### src/rtl/game_controller_if.sv
// Game controller bus: start/board load, cursor command handshake and board status.
interface game_controller_if;
  logic             start;
  logic [7:0][7:0]  bomb_matrix;
  logic [5:0]       bomb_total;
  logic [3:0]       cur_x;
  logic [3:0]       cur_y;
  logic             cmd_valid;
  logic [1:0]       cmd_op;
  logic             cmd_ready;
  logic [7:0][7:0]  revealed;
  logic [7:0][7:0]  flagged;
  logic [3:0]       adj_count;
  logic             count_done;
  logic [2:0]       game_state;

  modport master (
    output start, bomb_matrix, bomb_total, cur_x, cur_y, cmd_valid, cmd_op,
    input  cmd_ready, revealed, flagged, adj_count, count_done, game_state
  );

  modport slave (
    input  start, bomb_matrix, bomb_total, cur_x, cur_y, cmd_valid, cmd_op,
    output cmd_ready, revealed, flagged, adj_count, count_done, game_state
  );
endinterface

### src/rtl/game_controller.sv
// Minesweeper game controller: reveal/flag commands, 8-cycle neighbour scan, win/lose tracking.
// Optional flagging is built only when GAME_CONTROLLER_FLAG_EN is defined.
module game_controller #(
  parameter int unsigned BOARD_N = 8
) (
  input logic              clk,
  input logic              reset,
  game_controller_if.slave bus
);
  localparam int unsigned CELL_CNT = BOARD_N * BOARD_N;
  localparam int unsigned CNT_W    = 7;
  localparam int unsigned K_W      = 4;
  localparam logic [K_W-1:0] K_DONE = K_W'(8);
  localparam logic [4:0] NEG1 = 5'h1F;
  localparam logic [4:0] POS1 = 5'h01;
  localparam logic [1:0] OP_REVEAL = 2'b00;
`ifdef GAME_CONTROLLER_FLAG_EN
  localparam logic [1:0] OP_FLAG = 2'b01;
`endif

  typedef enum logic [2:0] {
    IDLE  = 3'd0,
    PLAY  = 3'd1,
    COUNT = 3'd2,
    WIN   = 3'd3,
    LOSE  = 3'd4
  } state_t;

  state_t           state_q, state_nxt;
  logic [7:0][7:0]  bombs_q, bombs_nxt;
  logic [7:0][7:0]  revealed_q, revealed_nxt;
  logic [5:0]       total_q, total_nxt;
  logic [CNT_W-1:0] cnt_q, cnt_nxt;
  logic [2:0]       cx_q, cx_nxt, cy_q, cy_nxt;
  logic [K_W-1:0]   k_q, k_nxt;
  logic [3:0]       acc_q, acc_nxt, adj_q, adj_nxt;
  logic             done_q, done_nxt, ready_q, ready_nxt;
  logic [7:0][7:0]  flags;

`ifdef GAME_CONTROLLER_FLAG_EN
  logic [7:0][7:0]  flagged_q, flagged_nxt;
  assign flags = flagged_q;
`else
  assign flags = '0;
`endif

  logic             cmd_fire, in_range;
  logic [2:0]       px, py;
  logic [4:0]       dx, dy, nx, ny;
  logic             nb_bomb;
  logic [CNT_W-1:0] win_target;

  assign cmd_fire   = bus.cmd_valid && ready_q;
  assign in_range   = !bus.cur_x[3] && !bus.cur_y[3];
  assign px         = bus.cur_x[2:0];
  assign py         = bus.cur_y[2:0];
  assign win_target = CNT_W'(CELL_CNT) - {1'b0, total_q};

  // Neighbour offset for scan step k
  always_comb begin
    dx = 5'd0;
    dy = 5'd0;
    case (k_q[2:0])
      3'd0:    begin dx = NEG1; dy = NEG1; end
      3'd1:    dy = NEG1;
      3'd2:    begin dx = POS1; dy = NEG1; end
      3'd3:    dx = NEG1;
      3'd4:    dx = POS1;
      3'd5:    begin dx = NEG1; dy = POS1; end
      3'd6:    dy = POS1;
      default: begin dx = POS1; dy = POS1; end
    endcase
  end

  // Off-board neighbours land at -1 or 8 and fail the range test
  assign nx      = {2'b00, cx_q} + dx;
  assign ny      = {2'b00, cy_q} + dy;
  assign nb_bomb = (nx[4:3] == 2'b00) && (ny[4:3] == 2'b00) && bombs_q[ny[2:0]][nx[2:0]];

  always_comb begin
    state_nxt    = state_q;
    bombs_nxt    = bombs_q;
    revealed_nxt = revealed_q;
    total_nxt    = total_q;
    cnt_nxt      = cnt_q;
    cx_nxt       = cx_q;
    cy_nxt       = cy_q;
    k_nxt        = k_q;
    acc_nxt      = acc_q;
    adj_nxt      = adj_q;
    done_nxt     = 1'b0;
`ifdef GAME_CONTROLLER_FLAG_EN
    flagged_nxt  = flagged_q;
`endif
    case (state_q)
      IDLE, WIN, LOSE: begin
        if (bus.start) begin
          bombs_nxt    = bus.bomb_matrix;
          total_nxt    = bus.bomb_total;
          revealed_nxt = '0;
          cnt_nxt      = '0;
          adj_nxt      = '0;
`ifdef GAME_CONTROLLER_FLAG_EN
          flagged_nxt  = '0;
`endif
          state_nxt    = PLAY;
        end
      end
      PLAY: begin
        if (cmd_fire && in_range) begin
          if (bus.cmd_op == OP_REVEAL) begin
            if (!revealed_q[py][px] && !flags[py][px]) begin
              if (bombs_q[py][px]) begin
                revealed_nxt[py][px] = 1'b1;
                state_nxt            = LOSE;
              end else begin
                cx_nxt    = px;
                cy_nxt    = py;
                k_nxt     = '0;
                acc_nxt   = '0;
                state_nxt = COUNT;
              end
            end
          end
`ifdef GAME_CONTROLLER_FLAG_EN
          else if (bus.cmd_op == OP_FLAG && !revealed_q[py][px]) begin
            flagged_nxt[py][px] = ~flagged_q[py][px];
          end
`endif
        end
      end
      COUNT: begin
        if (k_q != K_DONE) begin
          acc_nxt = acc_q + 4'(nb_bomb);
          k_nxt   = k_q + K_W'(1);
        end else begin
          adj_nxt                = acc_q;
          done_nxt               = 1'b1;
          revealed_nxt[cy_q][cx_q] = 1'b1;
          cnt_nxt                = cnt_q + CNT_W'(1);
          state_nxt              = (cnt_nxt == win_target) ? WIN : PLAY;
        end
      end
      default: state_nxt = IDLE;
    endcase
    // Ready only once PLAY has been held for a full cycle
    ready_nxt = (state_q == PLAY) && (state_nxt == PLAY);
  end

  always_ff @(posedge clk or negedge reset) begin
    if (!reset) begin
      state_q    <= IDLE;
      bombs_q    <= '0;
      revealed_q <= '0;
      total_q    <= '0;
      cnt_q      <= '0;
      cx_q       <= '0;
      cy_q       <= '0;
      k_q        <= '0;
      acc_q      <= '0;
      adj_q      <= '0;
      done_q     <= 1'b0;
      ready_q    <= 1'b0;
    end else begin
      state_q    <= state_nxt;
      bombs_q    <= bombs_nxt;
      revealed_q <= revealed_nxt;
      total_q    <= total_nxt;
      cnt_q      <= cnt_nxt;
      cx_q       <= cx_nxt;
      cy_q       <= cy_nxt;
      k_q        <= k_nxt;
      acc_q      <= acc_nxt;
      adj_q      <= adj_nxt;
      done_q     <= done_nxt;
      ready_q    <= ready_nxt;
    end
  end

`ifdef GAME_CONTROLLER_FLAG_EN
  always_ff @(posedge clk or negedge reset) begin
    if (!reset) flagged_q <= '0;
    else        flagged_q <= flagged_nxt;
  end
`endif

  assign bus.game_state = state_q;
  assign bus.cmd_ready  = ready_q;
  assign bus.revealed   = revealed_q;
  assign bus.flagged    = flags;
  assign bus.adj_count  = adj_q;
  assign bus.count_done = done_q;
endmodule
### src/flat_wrapper.sv
// flat-port wrapper written by rule: the top's interface ports become plain ports
module game_controller_flat 
#(
  parameter int unsigned BOARD_N = 8
)
  (clk, reset, bus_start, bus_bomb_matrix, bus_bomb_total, bus_cur_x, bus_cur_y, bus_cmd_valid, bus_cmd_op, bus_cmd_ready, bus_revealed, bus_flagged, bus_adj_count, bus_count_done, bus_game_state);
  game_controller_if bus_i ();
  input logic clk;
  input logic reset;
  input wire logic [$bits(bus_i.start)-1:0] bus_start;
  input wire logic [$bits(bus_i.bomb_matrix)-1:0] bus_bomb_matrix;
  input wire logic [$bits(bus_i.bomb_total)-1:0] bus_bomb_total;
  input wire logic [$bits(bus_i.cur_x)-1:0] bus_cur_x;
  input wire logic [$bits(bus_i.cur_y)-1:0] bus_cur_y;
  input wire logic [$bits(bus_i.cmd_valid)-1:0] bus_cmd_valid;
  input wire logic [$bits(bus_i.cmd_op)-1:0] bus_cmd_op;
  output wire logic [$bits(bus_i.cmd_ready)-1:0] bus_cmd_ready;
  output wire logic [$bits(bus_i.revealed)-1:0] bus_revealed;
  output wire logic [$bits(bus_i.flagged)-1:0] bus_flagged;
  output wire logic [$bits(bus_i.adj_count)-1:0] bus_adj_count;
  output wire logic [$bits(bus_i.count_done)-1:0] bus_count_done;
  output wire logic [$bits(bus_i.game_state)-1:0] bus_game_state;
  assign bus_i.start = bus_start;
  assign bus_i.bomb_matrix = bus_bomb_matrix;
  assign bus_i.bomb_total = bus_bomb_total;
  assign bus_i.cur_x = bus_cur_x;
  assign bus_i.cur_y = bus_cur_y;
  assign bus_i.cmd_valid = bus_cmd_valid;
  assign bus_i.cmd_op = bus_cmd_op;
  assign bus_cmd_ready = bus_i.cmd_ready;
  assign bus_revealed = bus_i.revealed;
  assign bus_flagged = bus_i.flagged;
  assign bus_adj_count = bus_i.adj_count;
  assign bus_count_done = bus_i.count_done;
  assign bus_game_state = bus_i.game_state;
  game_controller #(.BOARD_N(BOARD_N)) u_core (.clk(clk), .reset(reset), .bus(bus_i));
endmodule
### config.mk
export PLATFORM = sky130hd
export DESIGN_NAME = game_controller_flat
export DESIGN_NICKNAME = d
export VERILOG_FILES = /design/src/rtl/game_controller_if.sv /design/src/rtl/game_controller.sv /design/src/flat_wrapper.sv
export SDC_FILE = /design/constraint.sdc
export NUM_CORES = 1
export LEC_CHECK = 0
export CAP_MARGIN = 30
export CORE_ASPECT_RATIO = 1.5
export CORE_MARGIN = 1.5
export CORE_UTILIZATION = 65
export CTS_CLUSTER_SIZE = 28
export DETAILED_ROUTE_END_ITERATION = 8
export DONT_BUFFER_PORTS = 1
export PLACE_DENSITY = 0.81
export SLEW_MARGIN = 5
export SYNTH_ARGS = -nofsm -noshare
export SYNTH_HDL_FRONTEND = slang
export SYNTH_SLANG_ARGS = --single-unit
### constraint.sdc
create_clock -name clk -period 7.65 [get_ports clk]
set_input_delay 0.765 -clock clk [delete_from_list [all_inputs] [get_ports clk]]
set_output_delay 0.765 -clock clk [all_outputs]
set_load 0.005 [all_outputs]
# Word-level counts from Yosys, hierarchy flattened
# Memory sizes are Yosys's and may differ from the RTL's.
# Cells that the tools add are included.
# word_totals
in_bits	84
ramBits	0
mem_count	1
out_inout_bits	137
latchBits	0
register_bits	164
wordCells	156
mem_bits_ro	64
# mem_list
memory	words	word_bits	read_ports	rd_clocked_by_memory_dff	wr	line_no	rtl
(no name shown)	8	8	1	0	0	game_controller.sv:112	if (!revealed_q[py][px] && !flags[py][px]) begin
# op_classes
reduce_logical	33
div_mod_pow	0
mux	56
eq_ne	21
bitwise_logic	3
n_shift	0
mul	0
addsub	6
magnitude_cmp	10
# op_table
operator	n
$mux 64	6
$pmux 64 s3	1
$or 64x64->64	2
$bmux 8 s3	3
$demux 8 s3	2
$mux 8	6
$mux 4	8
$lt 3x4->1 const B	6
$pmux 4 s2	3
$pmux 5 s2	2
$mux 3	6
$mux 7	2
$pmux 7 s2	1
$bmux 1 s3	4
$eq 3x2->1 const B	4
$eq 3x3->1 const B	4
$ge 3x1->1 const B	4
$logic_and 1x1->1	11
$add 3x5->5	2
$ne 2x1->1 const B	5
$eq 3x1->1 const B	3
$pmux 3 s3	1
$reduce_or 3->1	3
$mux 1	8
21 further kinds	32

# Logic depth before layout (Yosys ltp)
# depth
word_depth	12
depth_mapped	20
depth_no_buf	18

# Worst setup path before layout
# Ideal clock, no wire load.
# synth_path
path_type	reg-to-reg
startpoint	reg u_core.k_q[0]
endpoint	reg u_core.acc_q[1]
required_time_ns	7.529
path_stages_with_launch	17
arrival_ns	4.562
setup_slack_ns	2.967
period_less_slack_ns	4.683
path_cell_list	dfrtp_1 -> inv_1 -> ha_1 -> nor3_1 -> nor2_1 -> inv_1 -> nand2_1 -> ha_1 -> clkbuf_1 -> buf_1 -> mux4_2 -> mux4_2 -> mux4_2 -> o2111a_1 -> ha_1 -> ha_1 -> a22o_1
# synth_via
elab_chain_len	12
# synth_rtl
item	line_no	rtl
start: declaration	game_controller.sv:35	logic [K_W-1:0] k_q, k_nxt;
start signal: assignment	game_controller.sv:172	k_q <= k_nxt;
$eq 3x1->1 (tied with other cells)	game_controller.sv:63	case (k_q[2:0])
$reduce_or 3->1 (no source line) / $reduce_or 2->1 (equally long branches)	--	
$pmux 5 s2	game_controller.sv:63	
$add 3x5->5	game_controller.sv:77	assign ny = {2'b00, cy_q} + dy;
$bmux 8 s3	game_controller.sv:78	assign nb_bomb = (nx[4:3] == 2'b00) && (ny[4:3] == 2'b00) && bombs_q[ny[2:0]][nx[2:0]];
$mux 8 (implied by the code)	game_controller.sv:78	
$bmux 1 s3	game_controller.sv:78	
$mux 1 (implied by the code)	game_controller.sv:78	
$logic_and 1x1->1	game_controller.sv:78	
$add 4x1->4	game_controller.sv:134	acc_nxt = acc_q + 4'(nb_bomb);
$mux 4	game_controller.sv:133	if (k_q != K_DONE) begin
$pmux 4 s2	game_controller.sv:95	case (state_q)
end signal: assignment	game_controller.sv:173	acc_q <= acc_nxt;
end: declaration	game_controller.sv:36	logic [3:0] acc_q, acc_nxt, adj_q, adj_nxt;
# Parallel ways exist; a longest one is shown, timed or not. The select of a mux whose other input is x is not followed.
# A chain may end at the register's enable or synchronous reset.

# Worst setup path in the final report
# Same ends and word-level chain as after synthesis.

==> reports/results.md <==
| Parameter | Reported |
| --- | --- |
| Result of the run | finished, final reports clean |
| Fraction of post-synthesis cell area in the top cell type by area | 42.37% |
| Final cell count without fillers | 1099 |
| RSZ-0062 raised after global routing | no |
| Mapped Area | 9687 um^2 |
| Worst EP required | 7.97 ns |
| Port bufs | 0 |
| Placed cell area | 9483 um^2 |
| Headroom to the max-slew limit | 40.57% |
| Floorplan Core Area | 14530 um^2 |
| PD cells | 361.5 nW/um^2 |
| Placed Instances | 1067 |
| Top library cells by usage in the layout, fill and taps aside | dfrtp_1, nor2_1, mux2_2, a21oi_1 |
| Detailed-placement wirelength estimate | 18550 um |
| Iter 0 DRT Violations | 880 |
| Final non-filler cell area | 10060 um^2 |
| Die footprint | 15660 um^2 |
| Commonest non-fill, non-tap cell in the layout | dfrtp_1 |
| Buffer cell driving the clock tree root | clkbuf_16 |
| Number of buffers inserted for hold repair after clock tree synthesis | 0 |
| Initial cell density of the core | 66.68% |
| Worst-path cell chain | inv_1, ha_1, nor3_1, nor2_1, inv_1, nand2_1, ha_1, inv_1, fa_1, mux4_2, mux4_2, mux4_2, o2111a_1, ha_1, ha_1, a22o_1 |
| Number of antenna diodes | 0 |
| Vertical die dimension | 152.5 um |
| Class of the tightest hold or removal check | in -> async |
| Number of setup violations in the final report | 0 |
| Category of the most critical setup path | reg -> reg |
| Via count normalized by instance count | 6.851 |
| Area added between synthesis and finish | 3.888% |
| Max Transition Viols Final | 0 |
| Instance count of the mapped netlist | 928 |
| Highest-delay cell along the critical path | fa_1 |
| Final antenna-violating net count | 0 |
| Vias | 7529 |
| Final Routed Wirelength | 26520 um |
| Accumulated negative setup slack | 0 ns |
| Final critical-path required period | 4.998 ns |
| Max Clock Freq | 0.2001 GHz |
| Maximum number of pins on one net before global-route repair | 165 |
| Number of clock sinks | 164 |
| Nets | 993 |
| Number of top-level pins | 221 |
| Clock skew | 0.009324 ns |
| CTS tree | yes |
| Async set-or-reset flop fraction in the synthesized netlist | 100.0% |
| Number of buffers created by CTS | 17 |
| Share of layout cells above drive strength 1 | 15.95% |
| Setup Buffers After CTS | 0 |
| Worst EP arrival | 5.32 ns |
| Leakage power | 4.321 nW |
| Top post-synthesis cells by area | dfrtp_1, mux2_2, mux4_2 |
| Crit path top cell by count | ha_1 |
| H-tree level count | 4 |
| Cell type with the largest total area after synthesis | dfrtp_1 |
| Count of instances resized after the clock tree is built | 0 |
| Tot GR Track Use | 35.32% |
| Fraction of the yosys area taken by sequential cells | 42.37% |
| Later-pin clock latency in the skew report | 0.44 ns |
| First-pass GRT wire length | 41410 um |
| Number of enable-type register cells in the synthesized netlist | 0 |
| Remaining routing DRC violations | 0 |
| Unique masters post-synth | 65 |
| Overall power consumption | 0.003638 W |
| Max-Cap Viols | 0 |
| Remaining global-route overflow | 0 |
| Measured slew at the worst slew-check pin | 0.8914 ns |
| Worst-path maximum fanout | 16 |
| Core Util, Final | 69.28% |
| Number of detailed-route iterations in the first pass | 6 |
| Floorplan die width | 102.7 um |
| CP peak stage delay | 0.98 ns |
| Number of hold violations in the final report | 0 |
| Clk slew on worst S/H paths | 0.07 ns |
| FP Rows | 54 |
| Via count of the first global-routing pass | 7423 |
| Mean cell area of the mapped netlist | 10.44 um^2 |
| Synth Flop Type | dfrtp_1 |
| Ratio of final minimum period to clock period | 65.34% |
| Synthesized flop and latch total | 164 |
| Deepest clock path buffer count | 2 |
| Placer's final routability congestion estimate | 0.9929 |
| Number of antenna violations at the first check in global routing | 0 |
| Total number of yosys warnings | 0 |
| WL per Instance | 24.13 um |
| Max IR drop VDD | 0.2731 mV |
| Startpoint type of the worst setup path | flip-flop |
| Type of destination of the critical path | flip-flop |
## worst max-delay path: cells and delay by family (launching register included)
| kind | cells | cell delay [ns] |
|---|---|---|
| AOI/OAI and AO/OA | 2 | 0.40 |
| adders and majority gates | 5 | 1.90 |
| buffers and inverters | 3 | 0.32 |
| DFF | 1 | 0.43 |
| muxes | 3 | 1.39 |
| and+or+nand+nor | 3 | 0.43 |
## metal layers
metal / up-vias / global-route usage [%] / wire length (um)
met5: - / 0 / 0
met4: 0 / 19.44 / 1732
met3: 134 / 10.09 / 2721
met2: 548 / 55.91 / 13030
met1: 3639 / 43.05 / 9026
li1: 3208 / - / -
## cells in the mapped netlist (3+ instances only)
master	count
mux4_2	30
a221oi_1	4
clkbuf_1	27
and2_1	4
ha_1	17
buf_1	11
buf_2	16
o22ai_1	64
mux2_2	74
and3_1	7
nand2_1	44
inv_1	20
o21ai_0	16
nand3_1	20
nor2_1	88
a22o_1	10
nand4_1	3
a22oi_1	12
xor2_1	7
a21oi_1	74
a31oi_1	3
nor3_1	11
o32ai_1	3
buf_6	3
nand2b_1	7
xnor2_1	9
a211oi_1	5
o21ai_1	4
nor2b_1	11
dfrtp_1	164
buf_4	68
nor4_1	6
mux2i_1	33
or4_1	3
or3_1	7
nor3b_1	3
mux2_1	4
## through the flow
| step | hold slack, ns | worst slack (ns) |
|---|---|---|
| 2_1_floorplan | 0.4692 | 2.967 |
| 3_3_place_gp | 0.4738 | 2.901 |
| 3_5_place_dp | 0.4741 | 2.751 |
| 4_1_cts | 0.01724 | 2.717 |
| 5_1_grt | 0.004113 | 2.337 |
| 6_report | 0.01900 | 2.652 |
## area by class of cell
cell class / instances / area, um^2
flip-flops and latches: 164 / 4104
clock buffers: 19 / 432.9
well taps: 196 / 245.2
clock inverters: 13 / 147.6
multi-input cells: 681 / 4992
fillers: 1085 / 4463
repair buffers: 5 / 62.56
inverters: 21 / 78.83
## sequential cells by signal, summed over array words and instances, names as in the netlist
name	count
u_core.bus.count_done	1
u_core.k_q	4
u_core.total_q	6
u_core.bus.cmd_ready	1
u_core.bus.revealed	64
u_core.acc_q	4
u_core.cy_q	3
u_core.cnt_q	7
u_core.bombs_q	64
u_core.cx_q	3
u_core.bus.game_state	3
u_core.bus.adj_count	4
## power by group
part           switching (W)  internal, W  leakage (nW)
clock network       0.000374     0.000485         0.271
registers           0.000309      0.00110          2.12
logic               0.000627     0.000742          1.93
total                0.00131      0.00233          4.32
## worst paths after layout
kind / endpoint / depth (start not counted) / startpoint / slack [ns]
min in group clk: u_core.total_q[1]$_DFFE_PN0P_ / 2 / bus_bomb_total[1] / 0.45
worst max register to register: u_core.acc_q[1]$_DFFE_PN0P_ / 16 / u_core.k_q[0]$_DFFE_PN0P_ / 2.65
worst min-delay path: u_core.bombs_q[9]$_DFFE_PN0P_ / 0 / reset / 0.02
worst max-delay path: u_core.acc_q[1]$_DFFE_PN0P_ / 16 / u_core.k_q[0]$_DFFE_PN0P_ / 2.65
max in group asynchronous: u_core.bus.revealed[32]$_DFFE_PN0P_ / 0 / reset / 7.28
worst min register to register: u_core.cnt_q[6]$_DFFE_PN0P_ / 2 / u_core.cnt_q[6]$_DFFE_PN0P_ / 0.52
## cell families (layout without fill, tap and decap cells)
| kind of cell | count (synthesis) | after routing | share of synthesized area (%) |
|---|---|---|---|
| simple gates | 222 | 222 | 10.90 |
| compound gates | 218 | 218 | 14.21 |
| flops | 164 | 164 | 42.37 |
| buf+inv | 146 | 58 | 8.732 |
| mux | 141 | 141 | 19.45 |
| fa+ha+maj | 19 | 19 | 2.609 |
| xor+xnor | 17 | 17 | 1.692 |
| other cells | 1 | 64 | 0.03871 |
No activity file was read; power rests on OpenSTA's default activity.
